[config.mk]
export PLATFORM = sky130hd
export DESIGN_NAME = dcache_controller
export DESIGN_NICKNAME = d
export VERILOG_FILES = /design/src/rtl/dcache_ctrl_pkg.sv /design/src/rtl/dcache_sat_counter.sv /design/src/rtl/dcache_controller.sv
export SDC_FILE = /design/constraint.sdc
export NUM_CORES = 1
export LEC_CHECK = 0
export ABC_CLOCK_PERIOD_IN_PS = 3500
export CELL_PAD_IN_SITES_DETAIL_PLACEMENT = 0
export CELL_PAD_IN_SITES_GLOBAL_PLACEMENT = 2
export CORE_MARGIN = 4
export CORE_UTILIZATION = 35
export CTS_CLUSTER_SIZE = 28
export DETAILED_ROUTE_END_ITERATION = 8
export DONT_BUFFER_PORTS = 1
export HOLD_SLACK_MARGIN = 0.08
export PLACE_DENSITY_LB_ADDON = 0.1
export SLEW_MARGIN = 20
export SYNTH_ARGS = -nofsm -noshare
export SYNTH_HDL_FRONTEND = slang
export SYNTH_SLANG_ARGS = --single-unit
[constraint.sdc]
create_clock -name clk -period 3.5 [get_ports clk]
set_input_delay 1.05 -clock clk [delete_from_list [all_inputs] [get_ports clk]]
set_output_delay 1.05 -clock clk [all_outputs]
set_load 0.02 [all_outputs]
[src/rtl/dcache_ctrl_pkg.sv]
// Shared types and encodings for the data cache control FSM.
package dcache_ctrl_pkg;

  typedef enum logic [1:0] {
    COMPARE   = 2'd0,
    WRITEBACK = 2'd1,
    ALLOCATE  = 2'd2,
    RELOOK    = 2'd3
  } state_t;

  // pmem address mux: request {tag, index} or victim {tag, index}
  localparam logic PMEM_ADDR_REQ    = 1'b0;
  localparam logic PMEM_ADDR_VICTIM = 1'b1;

  // data array write source: CPU byte-enable merge or pmem line fill
  localparam logic DATA_SRC_CPU = 1'b0;
  localparam logic DATA_SRC_MEM = 1'b1;

endpackage

[src/rtl/dcache_sat_counter.sv]
// Saturating up-counter used for the hit/miss performance counters.
module dcache_sat_counter
  import dcache_ctrl_pkg::*;
#(
  parameter int WIDTH = 32
) (
  input  logic             clk,
  input  logic             rst,
  input  logic             inc,
  output logic [WIDTH-1:0] count
);

  localparam logic [WIDTH-1:0] ONE = {{(WIDTH-1){1'b0}}, 1'b1};

  logic [WIDTH-1:0] count_reg;

  // Count up on inc, holding at all-ones instead of wrapping.
  always_ff @(posedge clk or posedge rst) begin
    if (rst) begin
      count_reg <= '0;
    end else if (inc && (count_reg != '1)) begin
      count_reg <= count_reg + ONE;
    end
  end

  assign count = count_reg;

endmodule

[src/rtl/dcache_controller.sv]
// Data cache control FSM: hit responses, dirty-victim writeback,
// line allocate and a one-cycle re-lookup of the filled line.
module dcache_controller
  import dcache_ctrl_pkg::*;
#(
  parameter int LOG2_WAYS = 3,
  parameter int NUM_WAYS  = 8,
  parameter int CNT_WIDTH = 32
) (
  input  logic                 clk,
  input  logic                 rst,
  input  logic                 req_read,
  input  logic                 req_write,
  input  logic                 hit,
  input  logic [LOG2_WAYS-1:0] hit_way,
  input  logic [LOG2_WAYS-1:0] lru_way,
  input  logic                 victim_valid,
  input  logic                 victim_dirty,
  input  logic                 pmem_resp,
  output logic                 load,
  output logic                 mem_resp,
  output logic                 pmem_read,
  output logic                 pmem_write,
  output logic                 pmem_addr_sel,
  output logic [LOG2_WAYS-1:0] way_sel,
  output logic                 data_we,
  output logic                 data_src,
  output logic                 tag_we,
  output logic                 valid_set,
  output logic                 dirty_set,
  output logic                 dirty_clr,
  output logic                 lru_we,
  output logic [CNT_WIDTH-1:0] hit_count,
  output logic [CNT_WIDTH-1:0] miss_count
);

  // Victim register width; kept at least one bit for a direct-mapped build.
  localparam int WAY_BITS = (NUM_WAYS > 1) ? LOG2_WAYS : 1;

  state_t              state_reg, state_next;
  logic [WAY_BITS-1:0] victim_way_reg, victim_way_next;
  logic                req_any;
  logic                req_is_write;
  logic                hit_inc;
  logic                miss_inc;

  assign req_any      = req_read | req_write;
  assign req_is_write = req_write;  // read+write together is a write

  // State and victim-way registers; reset drops any pmem transfer at once.
  always_ff @(posedge clk or posedge rst) begin
    if (rst) begin
      state_reg      <= COMPARE;
      victim_way_reg <= '0;
    end else begin
      state_reg      <= state_next;
      victim_way_reg <= victim_way_next;
    end
  end

  // Next-state and control outputs; everything idles low unless a state drives it.
  always_comb begin
    state_next      = state_reg;
    victim_way_next = victim_way_reg;
    load            = 1'b0;
    mem_resp        = 1'b0;
    pmem_read       = 1'b0;
    pmem_write      = 1'b0;
    pmem_addr_sel   = PMEM_ADDR_REQ;
    way_sel         = '0;
    data_we         = 1'b0;
    data_src        = DATA_SRC_CPU;
    tag_we          = 1'b0;
    valid_set       = 1'b0;
    dirty_set       = 1'b0;
    dirty_clr       = 1'b0;
    lru_we          = 1'b0;
    hit_inc         = 1'b0;
    miss_inc        = 1'b0;

    unique case (state_reg)
      COMPARE: begin
        if (!req_any) begin
          load = 1'b1;
        end else if (hit) begin
          mem_resp  = 1'b1;
          load      = 1'b1;
          lru_we    = 1'b1;
          way_sel   = hit_way;
          data_we   = req_is_write;
          dirty_set = req_is_write;
          hit_inc   = 1'b1;
        end else begin
          // Capture the victim now so later LRU changes cannot retarget the fill.
          victim_way_next = lru_way;
          miss_inc        = 1'b1;
          state_next      = (victim_valid & victim_dirty) ? WRITEBACK : ALLOCATE;
        end
      end

      WRITEBACK: begin
        pmem_write    = 1'b1;
        pmem_addr_sel = PMEM_ADDR_VICTIM;
        way_sel       = victim_way_reg;
        if (pmem_resp) begin
          state_next = ALLOCATE;
        end
      end

      ALLOCATE: begin
        pmem_read     = 1'b1;
        pmem_addr_sel = PMEM_ADDR_REQ;
        if (pmem_resp) begin
          way_sel    = victim_way_reg;
          data_we    = 1'b1;
          data_src   = DATA_SRC_MEM;
          tag_we     = 1'b1;
          valid_set  = 1'b1;
          dirty_clr  = 1'b1;
          state_next = RELOOK;
        end
      end

      RELOOK: begin
        // Filled line is now visible; finish like a hit on the victim way.
        mem_resp   = 1'b1;
        load       = 1'b1;
        lru_we     = 1'b1;
        way_sel    = victim_way_reg;
        data_we    = req_is_write;
        dirty_set  = req_is_write;
        state_next = COMPARE;
      end

      default: state_next = COMPARE;
    endcase
  end

  dcache_sat_counter #(.WIDTH(CNT_WIDTH)) u_hit_counter (
    .clk   (clk),
    .rst   (rst),
    .inc   (hit_inc),
    .count (hit_count)
  );

  dcache_sat_counter #(.WIDTH(CNT_WIDTH)) u_miss_counter (
    .clk   (clk),
    .rst   (rst),
    .inc   (miss_inc),
    .count (miss_count)
  );

endmodule
* After elaboration in Yosys (flattened, before gate mapping)
Cells that the tools add are included.
** Storage, ports and cells
- Register bits after elaboration :: 69
- Bits in latches :: 0
- RAM bits :: 0
- Memory bits (read-only) :: 0
- Input port bits :: 14
- Output and inout bits :: 79
- Logic and storage cells :: 51
- Memories :: 0
** Cells by class
- Add/subtract/negate cells :: 2
- Multiply operators :: 0
- Divide/modulo/power cells :: 0
- Magnitude comparators :: 0
- Equal/unequal tests :: 9
- Shifts and indexed selects :: 0
- Muxes and demuxes :: 27
- Bitwise logic cells :: 3
- Reductions and logical operators :: 6
** Operators with widths (count)
- $add 32x1->32 const B :: 2
- $ne 32x32->1 const B :: 2
- $mux 1 :: 13
- $mux 2 :: 5
- $mux 3 :: 3
- $pmux 3 s3 :: 1
- $ne 2x2->1 const B :: 4
- $pmux 2 s4 :: 1
- $pmux 1 s2 :: 3
- $eq 2x2->1 const B :: 2
- $reduce_and 4->1 :: 1
- $pmux 1 s3 :: 1
- $reduce_and 3->1 :: 1
- $eq 2x1->1 const B :: 1
- $logic_and 1x1->1 :: 2
- $logic_not 2->1 :: 1
- $reduce_or 2->1 :: 1
- $and 1x1->1 :: 1
- $not 1->1 :: 1
- $or 1x1->1 :: 1

* Depth between registers and ports, before layout
Gate-level depths: netlist of run 1.
- Word-level depth :: 5
- Depth in mapped cells :: 9
- Gate-level depth less buffers :: 7

* Hierarchy
From an unflattened synthesis of run 1, not the netlist that was laid out.
** Unflattened totals
- Cells, all modules :: 342
- Area total of the unflattened synthesis :: 3658.5 µm²
** By module, submodules not included
- dcache_sat_counter at u_hit_counter :: instances 1, cells an instance 153, area each 1635.3 µm², sequential area each 800.8 µm²
- dcache_sat_counter at u_miss_counter :: instances 1, cells an instance 139, area each 1561.5 µm², sequential area each 800.8 µm²
- dcache_controller :: instances 1, cells an instance 50, area each 461.7 µm², sequential area each 125.1 µm²

* Worst setup path after synthesis of run 1
Ideal clock, no wire load.
- Path type :: in2out
- From :: input pmem_resp
- To :: output way_sel[2]
- Data arrival time :: 1.914 ns
- Required time :: 2.450 ns
- Path slack :: 0.536 ns
- Stages :: 4
- Path buffers :: 0
- Cell sequence :: nand2_1 -> inv_1 -> or3_1 -> a32o_1
** Between the ends
- Cells in the longest elaborated chain, start to end :: 2
** Ends and longest elaborated chain
- start: declaration :: RTL line dcache_controller.sv:19 : input logic pmem_resp,
- $mux 3 :: RTL line dcache_controller.sv:113 : if (pmem_resp) begin
- $pmux 3 s3 :: RTL line dcache_controller.sv:81 : unique case (state_reg)
- end: declaration :: RTL line dcache_controller.sv:25 : output logic [LOG2_WAYS-1:0] way_sel,
No other way between the ends.

* Worst setup path after layout of run 1
- From :: register state_reg[0]
- To :: output way_sel[2]
** Between the ends
- Cells in the longest elaborated chain, start to end :: 3
- Elaborated cells between the ends (all ways) :: 6
- Classes of those cells :: eq/ne (3); mux (1); reduce/logical (2)
** Ends and longest elaborated chain
- start: declaration :: RTL line dcache_controller.sv:40 : state_t state_reg, state_next;
- start signal: assignment :: RTL line dcache_controller.sv:56 : state_reg <= state_next;
- $eq 2x1->1 or $eq 2x2->1 (tied branches) :: RTL line dcache_controller.sv:81
- $reduce_or 2->1 (no source line)
- $pmux 3 s3 (*) :: RTL line dcache_controller.sv:81
Every way passes the cells marked *; elsewhere a longest branch is shown, timed or not.

==> results of run 1 <==
worst reg2reg max path, cell delays in order (launching register included):
cell and delay (ns):
sky130_fd_sc_hd__dfrtp_1 0.55, sky130_fd_sc_hd__ha_1 0.30, sky130_fd_sc_hd__nand4_2 0.16, sky130_fd_sc_hd__or4_4 0.61
sky130_fd_sc_hd__nor4_4 0.65, sky130_fd_sc_hd__nor4b_1 0.15, sky130_fd_sc_hd__xor2_1 0.17
cells in the mapped netlist, drive strengths merged, types with 3 or more instances:
library cell / number
xor2: 28
xnor2: 32
nor4: 11
nand2: 28
nor3: 13
and4: 5
and3: 14
a21oi: 5
inv: 8
nand3: 24
nand4: 23
buf: 8
a31oi: 5
ha: 7
or3: 3
dfrtp: 69
nor2: 23
mux2: 6
final timing paths:
check	depth (start not counted)	slack [ns]	start	end
setup reg to reg	6	0.77	u_hit_counter.count[0]	u_hit_counter.count[27]
min in group asynchronous	1	0.60	rst	u_hit_counter.count[4]
hold reg to reg	1	0.54	victim_way_reg[0]	victim_way_reg[0]
setup / recovery	6	0.42	state_reg[0]	way_sel[2]
hold / removal	1	0.54	victim_way_reg[0]	victim_way_reg[0]
max in group asynchronous	2	2.23	rst	u_hit_counter.count[26]
cells by family after synthesis:
kind of cell | count (synthesis) | synth area share [%]
AOI/OAI and AO/OA | 22 | 5.13
xor gates and xnor gates | 60 | 14.8
adders and majority gates | 7 | 2.46
buffers and inverters | 17 | 2.60
DFF | 69 | 48.5
muxes | 6 | 1.90
and+or+nand+nor | 154 | 24.7
metal layers:
metal	up-vias	share of wire (%)	wire, um	track usage [%]
met5	-	0	0	0
met4	0	1.3	106	5.14
met3	10	6.6	558	4.74
met2	59	49	4120	23.6
met1	1228	43	3670	19.7
li1	1219	-	-	-
cell type report:
type	instances	share of cell area, %
clock buffers	12	3.71
clock inverters	4	1.22
inverters	8	0.768
multi-input cells	249	44.6
flip-flops and latches	69	44.2
well taps	133	4.26
repair buffers	5	1.28
power by group through the flow:
| stage | Sequential [mW] | Clock, mW | Combinational [mW] |
|---|---|---|---|
| after floorplan | 1.07 | 0 | 0.464 |
| after global placement | 1.10 | 0 | 0.528 |
| after detailed placement | 1.10 | 0 | 0.530 |
| after CTS | 1.09 | 0.676 | 0.531 |
| after global routing | 1.11 | 0.718 | 0.579 |
| final | 1.08 | 0.651 | 0.521 |
layout by cell type (no fill, tap or decap), types with 2 or more instances in the layout:
master	netlist	layout
sky130_fd_sc_hd__a21oi_1	5	5
sky130_fd_sc_hd__and4_1	5	5
sky130_fd_sc_hd__and2_1	2	2
sky130_fd_sc_hd__dfrtp_1	69	69
sky130_fd_sc_hd__and3_1	14	14
sky130_fd_sc_hd__nor4_4	2	2
sky130_fd_sc_hd__nor4_1	9	9
sky130_fd_sc_hd__nor2_1	23	23
sky130_fd_sc_hd__nand2_1	28	28
sky130_fd_sc_hd__nor3_1	12	12
sky130_fd_sc_hd__or4_4	2	2
sky130_fd_sc_hd__o211ai_1	2	2
sky130_fd_sc_hd__inv_1	8	7
sky130_fd_sc_hd__a22o_1	2	2
sky130_fd_sc_hd__xor2_1	28	28
sky130_fd_sc_hd__buf_4	5	4
sky130_fd_sc_hd__nand4_2	2	2
sky130_fd_sc_hd__clkinv_2	0	2
sky130_fd_sc_hd__clkbuf_1	1	2
sky130_fd_sc_hd__nand4_1	21	21
sky130_fd_sc_hd__or3_1	3	3
sky130_fd_sc_hd__nand3_1	23	23
sky130_fd_sc_hd__xnor2_1	32	32
sky130_fd_sc_hd__ha_1	7	7
sky130_fd_sc_hd__mux2_2	6	6
sky130_fd_sc_hd__clkbuf_8	0	10
sky130_fd_sc_hd__a31oi_1	5	5
==> summary by stage, run 1 <==
Timing
After layout, the worst path uses 87.9% of the clock period. The sum of negative setup slack is 0 ns. The final number of hold-violating endpoints was 0.

The worst path in the final design needs a cycle of ~3.1 ns, including I/O delays and setup. The relative slew slack is a little under two fifths. The worst setup margin is 0.425 ns. The slew at the pin closest to its max-slew limit is 0.924 ns. The worst hold slack is 0.535 ns. Derived from the worst setup path, the maximum achievable clock frequency is approximately 330 MHz. Setup repair after global routing left no endpoint under its margin. Across the routed clock network, the largest skew measured is 0.0108 ns. The number of endpoints failing setup at the final stage is 0.

The final-report max-slew violation count came to 0.

Layout
The filler cells instantiated in the layout total 978. Once layout is complete, the cells apart from fillers number 480. In the final layout, the multi-input gates occupy between 1500 and 2000 um2. Across the whole layout, storage elements account for 1730 um2.

The final core area utilization is 39.6%. The post-layout net count is about 360. The layout overhead on the synthesized area is 9.73%.

The fraction of layout instances using a drive strength above 1 is 11.2%. With fillers left out, the area of the finished cells amounts to 3910 um2. The antenna diode count is 0.

Floorplan
The floorplan step set the die height to around 110 um. 93 I/O pins were placed. The floorplan row count is 36.

The region available for standard cell placement spans 9860 um2. Once the floorplan was initialized, standard cells occupied 36.1% of the core. From left edge to right edge, the die measures 109 um. The die covers between 10000 and 15000 um2.

Placed design
The congestion estimate from routability-driven global placement came to approximately 0.75. OpenSTA, run right after detailed placement, puts the worst setup slack at 0.624 ns. The sum of net half-perimeters after detailed placement is 6320 um. Input and output buffers added on the ports amount to 0.

The cell area reported after detailed placement is 3720 um2. The total placed cells including tap cells is 464.

CTS
The clock tree synthesis step divided the H-tree into 3 levels. After clock tree synthesis, the setup repair step added 0 buffers. The number of sinks handled by clock tree synthesis is 69. The clock reaches the later pin of the worst-skew pair after 0.34 ns.

The longest clock path from root to sink contains 2 buffers. The post-cts sizing count is 0. The clock-pin transition on the worst setup and hold timing paths is 0.08 ns. The clock buffer count from CTS is 9. The cell chosen for the clock root is sky130_fd_sc_hd__clkbuf_8.

TritonCTS built the clock tree. Hold repair after CTS inserted 0 buffers.

Logic synthesis
The number of distinct library cell variants in the gate-level netlist after synthesis is 43. When the netlist entered floorplanning its net count stood at 356. The most frequently used flop master after synthesis is sky130_fd_sc_hd__dfrtp_1.

The most area-hungry cell type in the Yosys netlist is sky130_fd_sc_hd__dfrtp_1. The count of state elements after synthesis is 69. The sequential cell area fraction in the yosys report is 48.5%. Synthesis produced a netlist whose cell count is 335. The top cell type by area accounts for about half of the synthesized area. After synthesis, the share of flip-flops with an asynchronous set or reset is between 90% and 100%.

A synthesized cell averages ~11 um2. During synthesis, Yosys emitted a total of 0 warnings. The number of synthesized flops with an enable pin is 0. The synthesized netlist occupies a cell area of 3560 um2. By area the synthesized netlist is led by sky130_fd_sc_hd__dfrtp_1 48%, sky130_fd_sc_hd__xnor2_1 7.9%, sky130_fd_sc_hd__xor2_1 6.9%.

Drt
The residual antenna-violating net count after detailed routing is 0. The DRC violations left is 0. After detailed routing, the total wire length is ~8500 um. Using the TritonRoute via totals, the vias-per-cell ratio works out to 5.24.

Detailed routing inserted a total of between 2000 and 3000 vias. The initial detailed-routing violation count is 123. The pre-antenna-repair detailed-routing pass consisted of 4 iterations. Dividing the detail-routed wire length by the instance count gives 17.6 um.

Power and ir drop
The net switching fraction of the power is a little under two fifths. The worst ir drop on vdd is 0.269 mV. In this run, the combinational gates consume a little under a quarter of the power.

The power density of the placed cells is slightly below 600 nW/um2. Summing internal, switching and leakage power gives 2.26 mW. The power share of the sequential group is 48.0%. The internal power of the cells totals 1.42 mW. The clock network fraction of total power is 28.9%. For this design the total switching power over the nets is 0.841 mW.

In this run the static leakage power is between 1.5 and 2 nW.

Critical path
The critical path's slowest cell is sky130_fd_sc_hd__dfrtp_1. The required time at the worst-slack endpoint is 2.45 ns. For the worst setup path, the data arrival time is around 2.0 ns. In this run the worst path has a maximum fanout of 5. The gate family responsible for the most delay along the worst path is simple AND/OR/NAND/NOR gates. The most used cell along the critical path is sky130_fd_sc_hd__inv_1.

The critical path is of the flip-flop to primary output type. For this run, the slowest stage of the critical path takes 0.42 ns. Traced cell by cell, the critical path runs through inv_1 -> ha_1 -> nand2_1 -> inv_1 -> or3_1 -> a32o_1. The endpoint type of the worst setup path is a primary output. The number of buffers and inverters on the critical path is 2. The type of origin of the critical path is a flip-flop.

GRT
The number of global-route vias before repair is 2543. The initial antenna violation count is 0. Global routing finished with a remaining overflow of 0. The maximum number of pins on one net before global-route repair is 30. The first-pass GRT wire length is around 14000 um. For this run, the total global-route usage over all layers was measured as 15.1%.

Min path
The tightest min-delay check is of the flip-flop to flip-flop type.

Outcome
The flow ran to the end, and the final reports show no timing, DRC or antenna violations.

Run
Max-cap violations in this run came to 0.
Note: power is estimated with default switching activity, not from simulation.
==> inputs of run 2 (changes only) <==
==> constraint.sdc (replaced) <==
create_clock -name clk -period 3.5 [get_ports clk]
set_input_delay 0.525 -clock clk [delete_from_list [all_inputs] [get_ports clk]]
set_output_delay 0.525 -clock clk [all_outputs]
set_load 0.02 [all_outputs]
==> summary by stage, run 2 (synthesized netlist as in run 1, its figures left out) <==
Outcome
The run finished with clean final reports.

GRT
The total track usage is 14.9%. The first-pass GRT wire length is 13800 um. Entering global routing, the biggest net connects 33 pins.

The initial antenna violation count was 0. The overall overflow remaining after global route is 0. The number of global-route vias before repair came to 2548.

Placed design
Buffers placed on the I/O ports in this run total 0. The global placement routability congestion is roughly 0.75. The sum of net half-perimeters after detailed placement is 6290 um. The cell area reported after detailed placement is between 3000 and 4000 um2.

Floorplan
The horizontal die dimension is about 110 um. The initial standard-cell utilization of the core is 36.1%. The floorplan row count is 36. 93 I/O pins were placed. The core region is 9860 um2. The die is 109 um tall.

The die covers 11900 um2.

Drt
The detailed-route via count is between 2000 and 3000. In the final routed layout, each cell accounts on average for between 15 and 20 um. The count of TritonRoute iterations in the first routing pass is 4. The ratio of routed vias to standard cells is 5.34. The DRC violations left is 0. The initial detailed-routing violation count is 97. After detailed routing, the total wire length is 8450 um.

Once detail routing completed, the nets flagged for antenna violations numbered 0.

Layout
Summing all multi-input logic gate instances after layout gives between 1500 and 2000 um2. The number of antenna diodes in the final layout is 0. The area taken by flip-flops and latches is 1730 um2. The library cell used most frequently in the layout, excluding fill and tap cells, is sky130_fd_sc_hd__dfrtp_1. After the last flow step, the layout net total stands at around 360.

In the layout the commonest cells are 69 x sky130_fd_sc_hd__dfrtp_1, 32 x sky130_fd_sc_hd__xnor2_1, 28 x sky130_fd_sc_hd__nand2_1, 28 x sky130_fd_sc_hd__xor2_1. Measured on the finished design, the core utilization comes to 39.4%. The fraction of layout instances using a drive strength above 1 is approximately 11%. Relative to the synthesized area, the layout overhead comes to 9.24%.

The finished cells cover ~3900 um2. The final-layout fill cell count is 991.

Timing
For this run, the top clock speed supported by timing is 339 MHz. For the pin with the worst max-slew slack, the measured transition is 0.843 ns. The final number of hold-violating endpoints is 0. The final-report max-slew violation count is 0. Dividing the final minimum period by the clock period gives 84.3%. Setup repair after global routing left no endpoint under its margin.

The number of endpoints failing setup at the final stage is 0. The clock skew is about 0.011 ns. After routing, the total negative slack on setup checks comes to 0 ns.

The time the final worst path needs with I/O delays and setup is 2.95 ns. The relative slew slack is a little over two fifths.

Power and ir drop
The power density of the placed cells is 581 nW/um2. IR analysis of the VDD net gives a maximum drop of roughly 0.28 mV. The design draws 2.26 mW. In this run the static leakage power is 1.76 nW.

CTS
The clock tree synthesis step divided the H-tree into 3 levels. Buffers inserted to repair hold after CTS numbered 0. The buffer count from post-CTS setup fixing is 0. The clock buffer count from CTS is 9. The clock latency reported for the late side of the worst-skew pair is 0.34 ns.

The number of sinks handled by clock tree synthesis is 69. Clock-pin slew was measured on the worst setup and hold paths at 0.08 ns. The tree is rooted in a sky130_fd_sc_hd__clkbuf_8.

The post-cts sizing count is 0. The number of buffers between clock root and the deepest sink is 2. The clock tree from TritonCTS is yes.

Critical path
The type of origin of the critical path is a flip-flop. STA puts the critical path data required time at 2.97 ns. The data arrival time at the worst-slack endpoint is around 2.4 ns. STA classifies the critical path endpoint as a primary output.

Along the worst path, the maximum fanout reaches 5. The setup path with the least slack is of type flip-flop to primary output.

Min path
The type of the worst min-delay path is input port to asynchronous set/reset pin.

Run
Across the run, the number of max-cap violations was 0.
[run 2: worst max-delay path, cell delays in order, from the launching register on]
cell and delay (ns):
sky130_fd_sc_hd__dfrtp_1 0.42, sky130_fd_sc_hd__inv_1 0.10, sky130_fd_sc_hd__ha_1 0.32, sky130_fd_sc_hd__nand2_1 0.14
sky130_fd_sc_hd__inv_1 0.33, sky130_fd_sc_hd__or3_1 0.43, sky130_fd_sc_hd__a32o_1 0.35
[run 2: final timing paths]
path,endpoint,cells past startpoint,start,slack [ns]
worst max-delay path,way_sel[2],6,state_reg[0],0.55
worst min-delay path,u_hit_counter.count[26],1,rst,0.16
worst max register to register,u_hit_counter.count[27],6,u_hit_counter.count[0],0.78
worst min register to register,victim_way_reg[0],1,victim_way_reg[0],0.52
max in group asynchronous,u_miss_counter.count[4],2,rst,2.60
min in group clk,victim_way_reg[1],1,lru_way[1],0.34
[run 2: stage by stage]
stage / setup WS, ns / instances / hold slack, ns
after CTS: 0.521 / 478 / 0.171
after detailed placement: 0.805 / 462 / 0.512
after floorplan: 1.22 / 335 / 0.480
after global routing: 0.394 / 478 / 0.202
after global placement: 0.809 / 462 / 0.515
final: 0.549 / 478 / 0.158
[run 2: area by class of cell]
class / instances / area share (%)
clock buffer: 13 / 4.08
timing repair buffer: 3 / 0.579
inverter: 8 / 0.772
sequential: 69 / 44.4
clock inverter: 3 / 1.13
multi-input combinational: 249 / 44.8
tap: 133 / 4.28
[run 2: power breakdown]
group	internal (mW)	switching [mW]
clock network	0.369	0.306
registers	0.884	0.198
logic	0.170	0.333
total	1.42	0.837
[run 2: routing by layer]
layer	vias up	share of wire, %	track usage (%)
met4	0	1.5	4.96
met2	75	48	23.4
met1	1258	43	18.6
met5	-	0	0
met3	12	7.5	6.28
li1	1208	-	-
==> inputs of run 3 (changes only) <==
--- a/config.mk
+++ b/config.mk
@@ -5,7 +5,7 @@
 export SDC_FILE = /design/constraint.sdc
 export NUM_CORES = 1
 export LEC_CHECK = 0
-export ABC_CLOCK_PERIOD_IN_PS = 3500
+export ABC_CLOCK_PERIOD_IN_PS = 2400
 export CELL_PAD_IN_SITES_DETAIL_PLACEMENT = 0
 export CELL_PAD_IN_SITES_GLOBAL_PLACEMENT = 2
 export CORE_MARGIN = 4
==> constraint.sdc (replaced) <==
create_clock -name clk -period 2.4 [get_ports clk]
set_input_delay 0.36 -clock clk [delete_from_list [all_inputs] [get_ports clk]]
set_output_delay 0.36 -clock clk [all_outputs]
set_load 0.02 [all_outputs]
==> summary by stage, run 3 (synthesized netlist as in run 1, its figures left out) <==
Outcome
The run finished with clean final reports.

Timing
Hold is met by approximately 0.16 ns. The share of the clock period used by the worst path is 94.6%. Setup violations remaining at the end of the flow were counted as 0.

Setup repair after global routing left no endpoint under its margin. The relative slew slack is 63.7%. The maximum frequency from static timing analysis is 440 MHz. The final-report max-slew violation count is 0. The clock skew is slightly above 0.01 ns. The smallest clock period supported by the final layout is computed as 2.27 ns. The worst setup margin is 0.129 ns. The final number of hold-violating endpoints is 0.

The sum of negative setup slack is 0 ns. At the pin with the least slew margin, the transition time is approximately 0.54 ns.

Placed design
In this run the tool buffered the top-level ports with 0 buffer cells. Including well taps, the total number of placed cells is 517. The cell area reported after detailed placement is a little over 4000 um2. The congestion estimate from routability-driven global placement came to 0.796. The pre-CTS setup slack is 0.190 ns. The sum of net half-perimeters after detailed placement is 6800 um.

GRT
The overall overflow remaining after global route is 0. The number of global-route vias before repair came to 2900. Entering global routing, the biggest net connects 70 pins. The total track usage is around 16%. The initial antenna violation count is 0. The first-pass GRT wire length is 15100 um.

Critical path
In this run the critical register-to-register path is launched from u_hit_counter.count[0]. The most critical setup path has its startpoint at state_reg[0]. The biggest fanout along the worst timing path is 5. For flop-to-flop paths, the worst setup slack is 0.24 ns. The endpoint identified for the worst register-to-register timing path is u_hit_counter.count[20]. The required time at the worst-slack endpoint is ~2.0 ns. The timing endpoint of the critical path is way_sel[2]. The worst register-to-register path has a depth of 7.

The data arrival time at the worst-slack endpoint is 1.91 ns. The worst setup path is launched from a flip-flop. The endpoint type of the worst setup path is a primary output. The startpoint-to-endpoint class of the critical path is flip-flop to primary output.

Floorplan
The floorplan row count is 36. The die is 109 um tall. The initial standard-cell utilization of the core is a little over a third.

The area of the die is 11900 um2. The horizontal die dimension is 109 um. In this run the standard cell core region covers 9860 um2. For this design the top-level I/O count stands at 93.

Drt
The routed layout has 2763 vias. The residual antenna-violating net count after detailed routing is 0. After detailed routing, the average wire length per cell comes to 16.9 um. For this block, the routed nets add up to 9000 um of wire. Dividing the detail-routed via count by the number of cells gives approximately 5.2.

The detailed router finished its first iteration with 81 violations. The first detailed-routing pass ran for 4 iterations. In the routed design, unresolved DRC markers number 0.

Power and ir drop
The power density of the placed cells is between 700 and 800 nW/um2. Summed over all cells, the static leakage comes to 2.04 nW. IR analysis of the VDD net gives a maximum drop of about 0.46 mV.

Layout
In the final design database the tool counted 417 nets. The repair_antennas step left the layout with diodes totalling 0. The fraction of layout instances using a drive strength above 1 is 23.2%.

The layout overhead on the synthesized area is 20.3%. After filler insertion, the fill cell instance count of the layout stands at approximately 990. Once layout is done, the placed cells without fillers occupy 4290 um2. The non-filler instance count after layout is ~530. In the layout the commonest cells are 69 x sky130_fd_sc_hd__dfrtp_1, 57 x sky130_fd_sc_hd__buf_4, 32 x sky130_fd_sc_hd__xnor2_1.

The library cell used most frequently in the layout, excluding fill and tap cells, is sky130_fd_sc_hd__dfrtp_1.

CTS
After clock tree synthesis, the clock-pin slew on the worst setup and hold paths is approximately 0.080 ns. The clock tree synthesis step divided the H-tree into 3 levels. The cell chosen for the clock root is sky130_fd_sc_hd__clkbuf_8.

TritonCTS built the clock tree. At the later pin of the worst-skew pair, clock insertion delay measures 0.34 ns. The number of sinks handled by clock tree synthesis is 69. Post-CTS timing repair inserted 0 buffers for setup.

The clock buffer count from CTS is 9. No sink is reached through more buffers than the 2 on the longest clock path.

Run
Across the run, the number of max-cap violations was 0.

Min path
In this run the worst hold path is classified as input port to flip-flop.
-- run 3: worst max-delay path: stages (launching register included) --
cell	delay, ns
sky130_fd_sc_hd__dfrtp_1	0.42
sky130_fd_sc_hd__inv_1	0.10
sky130_fd_sc_hd__ha_1	0.23
sky130_fd_sc_hd__nand2_1	0.11
sky130_fd_sc_hd__inv_1	0.06
sky130_fd_sc_hd__or3_1	0.30
sky130_fd_sc_hd__a32o_1	0.34
-- run 3: through the flow --
step                util, %  total power [mW]
CTS                    43.4              3.40
global placement       41.7              2.55
detailed placement     41.7              2.56
global route           43.4              3.57
floorplan                 -              2.23
finish                 43.4              3.35
-- run 3: cell type report --
type / instances / area (um2) / area share [%]
Inverter: 8 / 30.0 / 0.701
Tap cell: 133 / 166 / 3.88
Clock inverter: 5 / 27.5 / 0.642
Multi-Input combinational cell: 249 / 1750 / 40.7
Clock buffer: 11 / 131 / 3.07
Sequential cell: 69 / 1730 / 40.3
Timing Repair Buffer: 59 / 458 / 10.7
-- run 3: report_power, final --
group	internal [mW]	switching (mW)
logic	0.420	0.689
clock network	0.369	0.442
registers	1.29	0.135
-- run 3: how the worst min path moves through the flow --
stage	start	to	slack (ns)	depth (start not counted)
2_1_floorplan	victim_way_reg[2]	victim_way_reg[2]	0.48	1
3_5_place_dp	rst	u_hit_counter.count[26]	0.36	2
6_report	lru_way[0]	victim_way_reg[0]	0.16	1
4_1_cts	lru_way[1]	victim_way_reg[1]	0.14	1
3_3_place_gp	rst	u_hit_counter.count[6]	0.36	2
5_1_grt	lru_way[0]	victim_way_reg[0]	0.13	1
-- run 3: repair_timing --
item / in CTS / in global routing
setup endpoints to repair: 0 / 2
endpoints found under the hold margin: 69 / 0
hold buffers: 1 / 0
gates resized for setup: 0 / 1
-- run 3: per-layer routing --
metal / wire, um / global-route usage (%) / vias up
met5: 0 / 0 / -
met4: 83 / 4.24 / 0
met3: 638 / 6.51 / 8
met2: 4370 / 26.5 / 66
met1: 3900 / 20.4 / 1364
li1: - / - / 1325
